[config.mk]
export PLATFORM = sky130hd
export DESIGN_NAME = text_buf_ctrl
export DESIGN_NICKNAME = d
export VERILOG_FILES = /design/src/rtl/text_pkg.sv /design/src/rtl/text_cursor.sv /design/src/rtl/text_buf_ctrl.sv
export SDC_FILE = /design/constraint.sdc
export NUM_CORES = 1
export LEC_CHECK = 0
export ABC_CLOCK_PERIOD_IN_PS = 3000
export CAP_MARGIN = 20
export CORE_MARGIN = 2
export CORE_UTILIZATION = 54
export DETAILED_ROUTE_END_ITERATION = 10
export PLACE_DENSITY_LB_ADDON = 0.25
export SLEW_MARGIN = 15
export SYNTH_ARGS = -nofsm -noshare
export SYNTH_HDL_FRONTEND = slang
export SYNTH_SLANG_ARGS = --single-unit
[constraint.sdc]
create_clock -name clk -period 3 [get_ports clk]
set_clock_uncertainty 0.05 [all_clocks]
set_input_delay 0.3 -clock clk [delete_from_list [all_inputs] [get_ports clk]]
set_output_delay 0.3 -clock clk [all_outputs]
set_load 0.005 [all_outputs]
[src/rtl/text_pkg.sv]
// Shared constants, enums and address payload for the text-mode write-side controller.
package text_pkg;

  localparam int unsigned COLS   = 80;
  localparam int unsigned ROWS   = 30;
  localparam int unsigned DATA_W = 7;
  localparam int unsigned X_W    = 7;
  localparam int unsigned Y_W    = 5;
  localparam int unsigned ADDR_W = 12;

  localparam logic [X_W-1:0] X_LAST = X_W'(COLS - 1);
  localparam logic [Y_W-1:0] Y_LAST = Y_W'(ROWS - 1);

  localparam logic [DATA_W-1:0] ASCII_SPACE = 7'h20;
  localparam logic [DATA_W-1:0] ASCII_TILDE = 7'h7E;
  localparam logic [DATA_W-1:0] ASCII_BS    = 7'h08;
  localparam logic [DATA_W-1:0] ASCII_CR    = 7'h0D;

  typedef enum logic [1:0] {
    ST_IDLE  = 2'd0,
    ST_WRITE = 2'd1,
    ST_CLEAR = 2'd2
  } state_e;

  typedef enum logic [3:0] {
    CUR_HOLD    = 4'd0,
    CUR_INC     = 4'd1,
    CUR_DEC     = 4'd2,
    CUR_NEWLINE = 4'd3,
    CUR_HOME    = 4'd4,
    CUR_RIGHT   = 4'd5,
    CUR_LEFT    = 4'd6,
    CUR_DOWN    = 4'd7,
    CUR_UP      = 4'd8
  } cur_op_e;

  // Character RAM write address layout: row in the upper bits, column below.
  typedef struct packed {
    logic [Y_W-1:0] y;
    logic [X_W-1:0] x;
  } cell_t;

endpackage

[src/rtl/text_cursor.sv]
// Cursor x/y registers with wrap-aware moves; also serves as the clear-sweep counter.
module text_cursor
  import text_pkg::*;
(
  input  logic           clk,
  input  logic           rst_n,
  input  cur_op_e        op,
  output logic [X_W-1:0] x,
  output logic [Y_W-1:0] y,
  output logic [X_W-1:0] inc_x_c,
  output logic [Y_W-1:0] inc_y_c,
  output logic [X_W-1:0] dec_x_c,
  output logic [Y_W-1:0] dec_y_c
);

  logic [X_W-1:0] x_next;
  logic [Y_W-1:0] y_next;
  logic [Y_W-1:0] y_wrap_inc;
  logic [Y_W-1:0] y_wrap_dec;
  logic [X_W-1:0] x_wrap_inc;
  logic [X_W-1:0] x_wrap_dec;

  // Single-axis wraps, modulo COLS/ROWS.
  always_comb begin
    x_wrap_inc = (x == X_LAST) ? '0 : x + X_W'(1);
    x_wrap_dec = (x == '0) ? X_LAST : x - X_W'(1);
    y_wrap_inc = (y == Y_LAST) ? '0 : y + Y_W'(1);
    y_wrap_dec = (y == '0) ? Y_LAST : y - Y_W'(1);
  end

  // Row-major advance and retreat; retreat saturates at the home cell.
  always_comb begin
    inc_x_c = x_wrap_inc;
    inc_y_c = (x == X_LAST) ? y_wrap_inc : y;
    dec_x_c = x;
    dec_y_c = y;
    if (x != '0) begin
      dec_x_c = x - X_W'(1);
    end else if (y != '0) begin
      dec_x_c = X_LAST;
      dec_y_c = y - Y_W'(1);
    end
  end

  always_comb begin
    x_next = x;
    y_next = y;
    case (op)
      CUR_INC:     begin x_next = inc_x_c; y_next = inc_y_c; end
      CUR_DEC:     begin x_next = dec_x_c; y_next = dec_y_c; end
      CUR_NEWLINE: begin x_next = '0;      y_next = y_wrap_inc; end
      CUR_HOME:    begin x_next = '0;      y_next = '0; end
      CUR_RIGHT:   x_next = x_wrap_inc;
      CUR_LEFT:    x_next = x_wrap_dec;
      CUR_DOWN:    y_next = y_wrap_inc;
      CUR_UP:      y_next = y_wrap_dec;
      default:     begin x_next = x; y_next = y; end
    endcase
  end

  always_ff @(posedge clk or negedge rst_n) begin
    if (!rst_n) begin
      x <= '0;
      y <= '0;
    end else begin
      x <= x_next;
      y <= y_next;
    end
  end

endmodule

[src/rtl/text_buf_ctrl.sv]
// Write-side controller for the 80x30 character buffer: key writes, cursor moves, full clears.
module text_buf_ctrl
  import text_pkg::*;
(
  input  logic              clk,
  input  logic              rst_n,
  input  logic              key_valid,
  input  logic [DATA_W-1:0] key_code,
  output logic              key_ready,
  input  logic              up,
  input  logic              down,
  input  logic              left,
  input  logic              right,
  input  logic              clr_req,
  output logic              ram_we,
  output logic [ADDR_W-1:0] ram_addr,
  output logic [DATA_W-1:0] ram_din,
  output logic [X_W-1:0]    cursor_x,
  output logic [Y_W-1:0]    cursor_y,
  output logic              busy
);

  state_e            state;
  state_e            state_next;
  cur_op_e           cur_op;
  logic              we_next;
  cell_t             addr_next;
  logic [DATA_W-1:0] din_next;
  logic              clr_start;
  logic              sweep_last;
  logic [X_W-1:0]    inc_x;
  logic [Y_W-1:0]    inc_y;
  logic [X_W-1:0]    dec_x;
  logic [Y_W-1:0]    dec_y;

  text_cursor u_cursor (
    .clk     (clk),
    .rst_n   (rst_n),
    .op      (cur_op),
    .x       (cursor_x),
    .y       (cursor_y),
    .inc_x_c (inc_x),
    .inc_y_c (inc_y),
    .dec_x_c (dec_x),
    .dec_y_c (dec_y)
  );

  // A clear request blocks key acceptance in the same cycle.
  assign key_ready  = (state == ST_IDLE) && !clr_req;
  assign sweep_last = (cursor_x == X_LAST) && (cursor_y == Y_LAST);

  // Next-state, cursor operation and next write-port values.
  always_comb begin
    state_next = state;
    cur_op     = CUR_HOLD;
    we_next    = 1'b0;
    addr_next  = cell_t'(ram_addr);
    din_next   = ram_din;
    clr_start  = 1'b0;
    case (state)
      ST_IDLE: begin
        if (clr_req) begin
          clr_start = 1'b1;
        end else if (key_valid) begin
          state_next = ST_WRITE;
          if (key_code >= ASCII_SPACE && key_code <= ASCII_TILDE) begin
            we_next   = 1'b1;
            addr_next = '{y: cursor_y, x: cursor_x};
            din_next  = key_code;
            cur_op    = CUR_INC;
          end else if (key_code == ASCII_BS) begin
            we_next   = 1'b1;
            addr_next = '{y: dec_y, x: dec_x};
            din_next  = ASCII_SPACE;
            cur_op    = CUR_DEC;
          end else if (key_code == ASCII_CR) begin
            cur_op = CUR_NEWLINE;
          end
        end else if (right) begin
          cur_op = CUR_RIGHT;
        end else if (left) begin
          cur_op = CUR_LEFT;
        end else if (down) begin
          cur_op = CUR_DOWN;
        end else if (up) begin
          cur_op = CUR_UP;
        end
      end
      // A clear requested during the write cycle is taken at the exit edge.
      ST_WRITE: begin
        if (clr_req) begin
          clr_start = 1'b1;
        end else begin
          state_next = ST_IDLE;
        end
      end
      ST_CLEAR: begin
        cur_op = CUR_INC;
        if (sweep_last) begin
          state_next = ST_IDLE;
        end else begin
          we_next   = 1'b1;
          addr_next = '{y: inc_y, x: inc_x};
          din_next  = ASCII_SPACE;
        end
      end
      default: state_next = ST_IDLE;
    endcase
    // Clear start writes cell (0,0) and parks the cursor there as the sweep origin.
    if (clr_start) begin
      state_next = ST_CLEAR;
      cur_op     = CUR_HOME;
      we_next    = 1'b1;
      addr_next  = '0;
      din_next   = ASCII_SPACE;
    end
  end

  always_ff @(posedge clk or negedge rst_n) begin
    if (!rst_n) begin
      state    <= ST_IDLE;
      ram_we   <= 1'b0;
      ram_addr <= '0;
      ram_din  <= '0;
      busy     <= 1'b0;
    end else begin
      state    <= state_next;
      ram_we   <= we_next;
      ram_addr <= ADDR_W'(addr_next);
      ram_din  <= din_next;
      busy     <= (state_next == ST_CLEAR);
    end
  end

endmodule
# --- Yosys cells after proc, flatten, opt, wreduce, memory -nomap -nowiden ---
# Cells that the tools add are included.
word_totals:
  reg_bits: 35
  output_inout_bits: 34
  elab_cells: 100
op_classes:
  addsub: 4
  magnitude_cmp: 2
  n_eq_ne: 19
  muxes: 51
  reduce_logical: 17
ops:
  columns: ["cell", "n"]
  rows:
  - ["2-to-1 mux 12 bit", 6]
  - ["2-to-1 mux 7 bit", 10]
  - ["2-to-1 mux 4 bit", 7]
  - ["one-hot mux 7 bit (4 select lines)", 1]
  - ["2-to-1 mux 5 bit", 5]
  - ["one-hot mux 5 bit (5 select lines)", 1]
  - ["one-hot mux 12 bit (2 select lines)", 1]
  - ["== test 4 x 3 -> 1 bit (second input constant)", 4]
  - ["2-to-1 mux 2 bit", 8]
  - ["== test 7 x 4 -> 1 bit (second input constant)", 2]
  - ["one-hot mux 7 bit (2 select lines)", 1]
  - ["nonzero test 5 bit", 2]
  - ["inequality test 3 bit (second input constant)", 3]
  - ["== test 4 x 2 -> 1 bit (second input constant)", 2]
  - ["2-to-1 mux 1 bit", 8]
  - ["one-hot mux 4 bit (2 select lines)", 1]
  - ["OR reduction 2 bit", 4]
  - ["adder 7 x 1 -> 7 bit (second input constant)", 1]
  - ["== test 7 bit (second input constant)", 1]
  - [">= comparator 7 x 6 -> 1 bit (second input constant)", 1]
  - ["<= comparator 7 bit (second input constant)", 1]
  - ["logical NOT 7 bit", 1]
  - ["nonzero test 7 bit", 1]
  - ["subtractor 7 x 1 -> 7 bit (second input constant)", 1]
  - ["17 further kinds", 20]

# --- Longest topological paths before layout ---
depth:
  word_depth: 11
  ltp_mapped: 10
  ltp_nobuf: 9

# --- Hierarchy ---
# A second synthesis with hierarchy kept.
hier_totals:
  hier_cells: 324
  hier_area_um2: 2877.8
modules_own_cells:
  columns: ["module", "n_inst", "cells_each", "area_per_inst_um2", "seq_area_each_um2"]
  rows:
  - ["text_cursor", 1, 205, 1560.2, 300.3]
  - ["text_buf_ctrl", 1, 119, 1317.5, 575.6]

# --- Least setup slack after synthesis ---
# Ideal clock, no wire load.
synth_path:
  path_kind: "register -> register"
  startpoint: "register u_cursor.x[0]"
  endpoint: "register u_cursor.y[1]"
  arrival_time_ns: 2.234
  required_ns: 2.811
  setup_slack_ns: 0.577
  path_stages_with_launch: 11
  path_buffers: 2
  synth_period_minus_slack_ns: 2.423
  path_cell_list: "dfrtp_1 clkbuf_1 inv_1 ha_1 nor3b_2 and2_1 buf_4 a21oi_1 o21ai_0 a21oi_1 or4_1"
synth_between:
  elab_chain_cells: 3
  word_cells_on_any_way: 5
synth_rtl:
  columns: ["item", "line_no", "source"]
  rows:
  - ["from (decl)", "text_cursor.sv:8", "output logic [X_W-1:0] x,"]
  - ["from (signal assigned)", "text_cursor.sv:66", "x <= x_next;"]
  - ["== test 7 bit or nonzero test 7 bit (tied branches)", "text_cursor.sv:34, text_cursor.sv:37", null]
  - ["2-to-1 mux 5 bit, on equally long branches", "text_cursor.sv:34, text_cursor.sv:37", null]
  - ["one-hot mux 5 bit (5 select lines) *", "text_cursor.sv:48", "case (op)"]
  - ["to (signal assigned)", "text_cursor.sv:67", "y <= y_next;"]
  - ["to (decl)", "text_cursor.sv:9", "output logic [Y_W-1:0] y,"]
# Every way passes the cells marked *; elsewhere a longest branch is shown, timed or not.
# A chain may end at the register's enable or synchronous reset.

# --- Final worst setup path ---
layout_path:
  startpoint: "register u_cursor.x[1]"
  endpoint: "register ram_addr[8]"
layout_between:
  elab_chain_cells: 8
  word_cells_on_any_way: 14
layout_rtl:
  columns: ["item", "line_no", "source"]
  rows:
  - ["nonzero test 7 bit", "text_cursor.sv:37", "if (x != '0) begin"]
  - ["2-to-1 mux 5 bit", "text_cursor.sv:37", null]
  - ["2-to-1 mux 12 bit", "text_buf_ctrl.sv:71", "end else if (key_code == ASCII_BS) begin"]
  - ["2-to-1 mux 12 bit", "text_buf_ctrl.sv:66", "if (key_code >= ASCII_SPACE && key_code <= ASCII_TILDE) begin"]
  - ["2-to-1 mux 12 bit", "text_buf_ctrl.sv:64", "end else if (key_valid) begin"]
  - ["2-to-1 mux 12 bit", "text_buf_ctrl.sv:62", "if (clr_req) begin"]
  - ["one-hot mux 12 bit (2 select lines)", "text_buf_ctrl.sv:60", "case (state)"]
  - ["2-to-1 mux 12 bit", "text_buf_ctrl.sv:110", "if (clr_start) begin"]
  - ["to (signal assigned)", "text_buf_ctrl.sv:129", "ram_addr <= ADDR_W'(addr_next);"]
  - ["to (decl)", "text_buf_ctrl.sv:16", "output logic [ADDR_W-1:0] ram_addr,"]
# Parallel ways exist; a longest one is shown, timed or not. The select of a mux whose other input is x is not followed.

==> impl_metrics.toml <==
[clocking]
post_cts_buffers = 0
clock_latency_ps = 300
cts_root_buffer = "clkbuf_8"
cts_hold_buffers = 0
cts_tree = "yes"
clkSinkCount = 35
clk_pin_slew_worst_paths_ps = 80
cts-buffers-inserted = 5
ctsHtreeMaxLevel = 2
cts_resized = 0
cts_max_path_buffers = 2

[place]
numPortBuffers = 48
placedCellCount = 469
gp_congestion = 0.972
dpl.hpwl_mm = 6.26

[critical_path]
max_stage_delay_ps = 480
worstSetupStartpointType = "flop"
arrival_ps = 2850
crit_path_max_fanout = 8
reg2regPathDepth = 9
crit_required_ps = 3130
r2r_end = "ram_addr[8]"
crit_chain = "inv_1 > ha_1 > nor3b_2 > and2_1 > buf_4 > nand3_1 > mux2i_1 > a21oi_1 > a22o_1"
reg2reg_slack_ps = 280
r2r-start = "u_cursor.x[1]"
critPathSlowestCell = "dfrtp_1"
path_class = "flop to flop"
cp-end-kind = "flop"

[sta]
clock.fmax_ghz = 0.368
fin_crit_ps = 2720
timing.final.crit_share_pct = 90.6
hold_violations = 0
worstMarginPinSlew_ps = 744
slew_violations = 0
relSlewSlack_pct = 50.2
rsz0062_at_grt = "false"
setup_tns_ps = 0
setup_violations = 0

[power_and_ir_drop]
power_density_mw_per_mm2 = 935
vdd_ir_drop_max_v = 0.000413
power_switching_w = 0.00146
p_seq_share_pct = 25.5
swShare_pct = 43.2
power.internal_w = 0.00191
p_clk_share_pct = 15.5
p_comb_share_pct = 59.0
power.leakage_nw = 1.43

[floorplan]
ioPinCount = 49
die_area_mm2 = 0.00602
core_mm2 = 0.00517
die_x_um = 77.6
start_util_pct = 56.6
die_height_um = 77.6
rows = 26

[drt]
vias_per_cell = 6.55
vias = 3122
drc = 0
drt_first_pass_iters = 5
postRouteAntennaNets = 0
drt_iter0_drc = 300
finalWirelength_mm = 9.03
wl_per_cell_um = 18.9

[layout]
syn_to_final_growth_pct = 23.3
final-seq-area_um2 = 876
nNetsFinal = 427
drive_gt1_share_pct = 9.83
layout_commonest_cell = "nand2_1"
mostFrequentLayoutCells = "nand2_1 (52), clkdlybuf4s50_1 (48), dfrtp_1 (35)"
instances_no_fill = 477
fill_cells = 431
fin_util_pct = 69.7
n_antenna_cell = 0
multiInputGateArea_mm2 = 0.00185

[yosys]
syn_inst = 364
synth_edf_count = 0
synth_area_per_cell_um2 = 8.04
synth_fp_nets = 385
syn_area_mm2 = 0.00293
synth-seq-area-share_pct = 29.9
synth_cell_types = 67
async_flop_share_pct = 100
ys_ff_latch = 35
yosysWarningCount = 0
synth_ff_type = "dfrtp_1"

[worst_hold_path]
min_path_type = "primary input to asynchronous set/reset pin"

[global_routing]
grt_max_degree = 36
grt_pass1_wl_mm = 14.7
antenna_found_initial = 0
grt_overflow_total = 0
grt_pass1_vias = 2883
grt_usage_pct = 30.7

[status]
status = "complete, no violations"

[flow_run]
max-cap-violations = 0
## stage by stage
stage / power (W) / worst slack (ps) / hold WS [ps] / area, um2
2_1_floorplan: 0.00208 / 577 / -45.6 / 2930
3_3_place_gp: 0.00278 / 346 / 418 / 3470
4_1_cts: 0.00334 / 342 / 396 / 3610
5_1_grt: 0.00361 / 148 / 413 / 3610
6_report: 0.00337 / 283 / 373 / 3610
3_5_place_dp: 0.00281 / 337 / 425 / 3470
## worst max-delay path by stage
stage	from	to	slack (ps)	depth (start not counted)
after floorplan	u_cursor.x[0]	u_cursor.y[1]	580	10
after global placement	key_code[0]	u_cursor.x[2]	350	7
after detailed placement	key_code[2]	u_cursor.x[2]	340	7
after CTS	u_cursor.x[1]	ram_din[5]	340	8
after global routing	u_cursor.x[1]	ram_addr[6]	150	8
final	u_cursor.x[1]	ram_addr[8]	280	9
## power groups by stage
| stage | registers, W | clock network (W) | logic [W] |
|---|---|---|---|
| 6_report | 0.000860 | 0.000522 | 0.00199 |
| 5_1_grt | 0.000890 | 0.000548 | 0.00217 |
| 4_1_cts | 0.000856 | 0.000526 | 0.00196 |
| 3_5_place_dp | 0.000864 | 0 | 0.00194 |
| 3_3_place_gp | 0.000858 | 0 | 0.00192 |
| 2_1_floorplan | 0.000785 | 0 | 0.00129 |
## cells by family after synthesis
family / synth area share, %
compound gates: 27.3
buf+inv: 7.01
mux: 2.91
fa+ha+maj: 2.57
simple gates: 27.3
flops: 29.9
xor+xnor: 2.99
## area by class of cell
class                           instances  share of cell area, %
Clock buffer                            5                   1.91
Clock inverter                          3                   1.87
Sequential cell                        35                   24.3
Timing Repair Buffer                   65                   17.2
Multi-Input combinational cell        288                   51.2
Inverter                               11                   1.14
Tap cell                               70                   2.43
## sequential cells by signal, summed over array words and instances, names as in the netlist
register	count
ram_we	1
state	2
busy	1
u_cursor.x	7
u_cursor.y	5
ram_din	7
ram_addr	12
## metal layers
metal  part of all wire, %  vias up  wire, um  GRT usage, %
met5                     0        -         0             0
met4                   1.3        0       114          10.2
met3                   8.9       14       803          4.19
met2                    46      188      4170          47.8
met1                    44     1494      3950          43.9
li1                      -     1426         -             -
## synth_stat cells (3+ instances only)
library cell / count / area, um2
a21oi_1: 26 / 130
nor2b_1: 5 / 31.3
xnor2_1: 8 / 70.1
o32ai_1: 3 / 26.3
dfrtp_1: 35 / 876
nand2_1: 52 / 195
and4_1: 3 / 26.3
clkbuf_1: 10 / 37.5
and3_1: 3 / 18.8
a32o_1: 4 / 40.0
nor3_1: 8 / 40.0
buf_2: 13 / 65.1
o211ai_1: 5 / 37.5
o21ai_1: 9 / 45.0
ha_1: 6 / 75.1
nand3b_1: 3 / 22.5
nand4_1: 7 / 43.8
a22o_1: 6 / 52.6
buf_6: 4 / 45.0
inv_1: 11 / 41.3
a211oi_1: 3 / 22.5
a31oi_1: 6 / 37.5
nand3_1: 20 / 100
mux2i_1: 7 / 70.1
o21ai_0: 20 / 100
nor2_1: 28 / 105
## worst max-delay path: cells and delay by family, from the launching register on
kind	cells	cell delay, ps
AND/OR/NAND/NOR	3	970
AO/OA/AOI/OAI	2	310
buffers and inverters	2	290
multiplexers	1	220
flip-flops	1	480
adder cells (fa/ha/maj)	1	270
(Power assumes the default switching activity.)
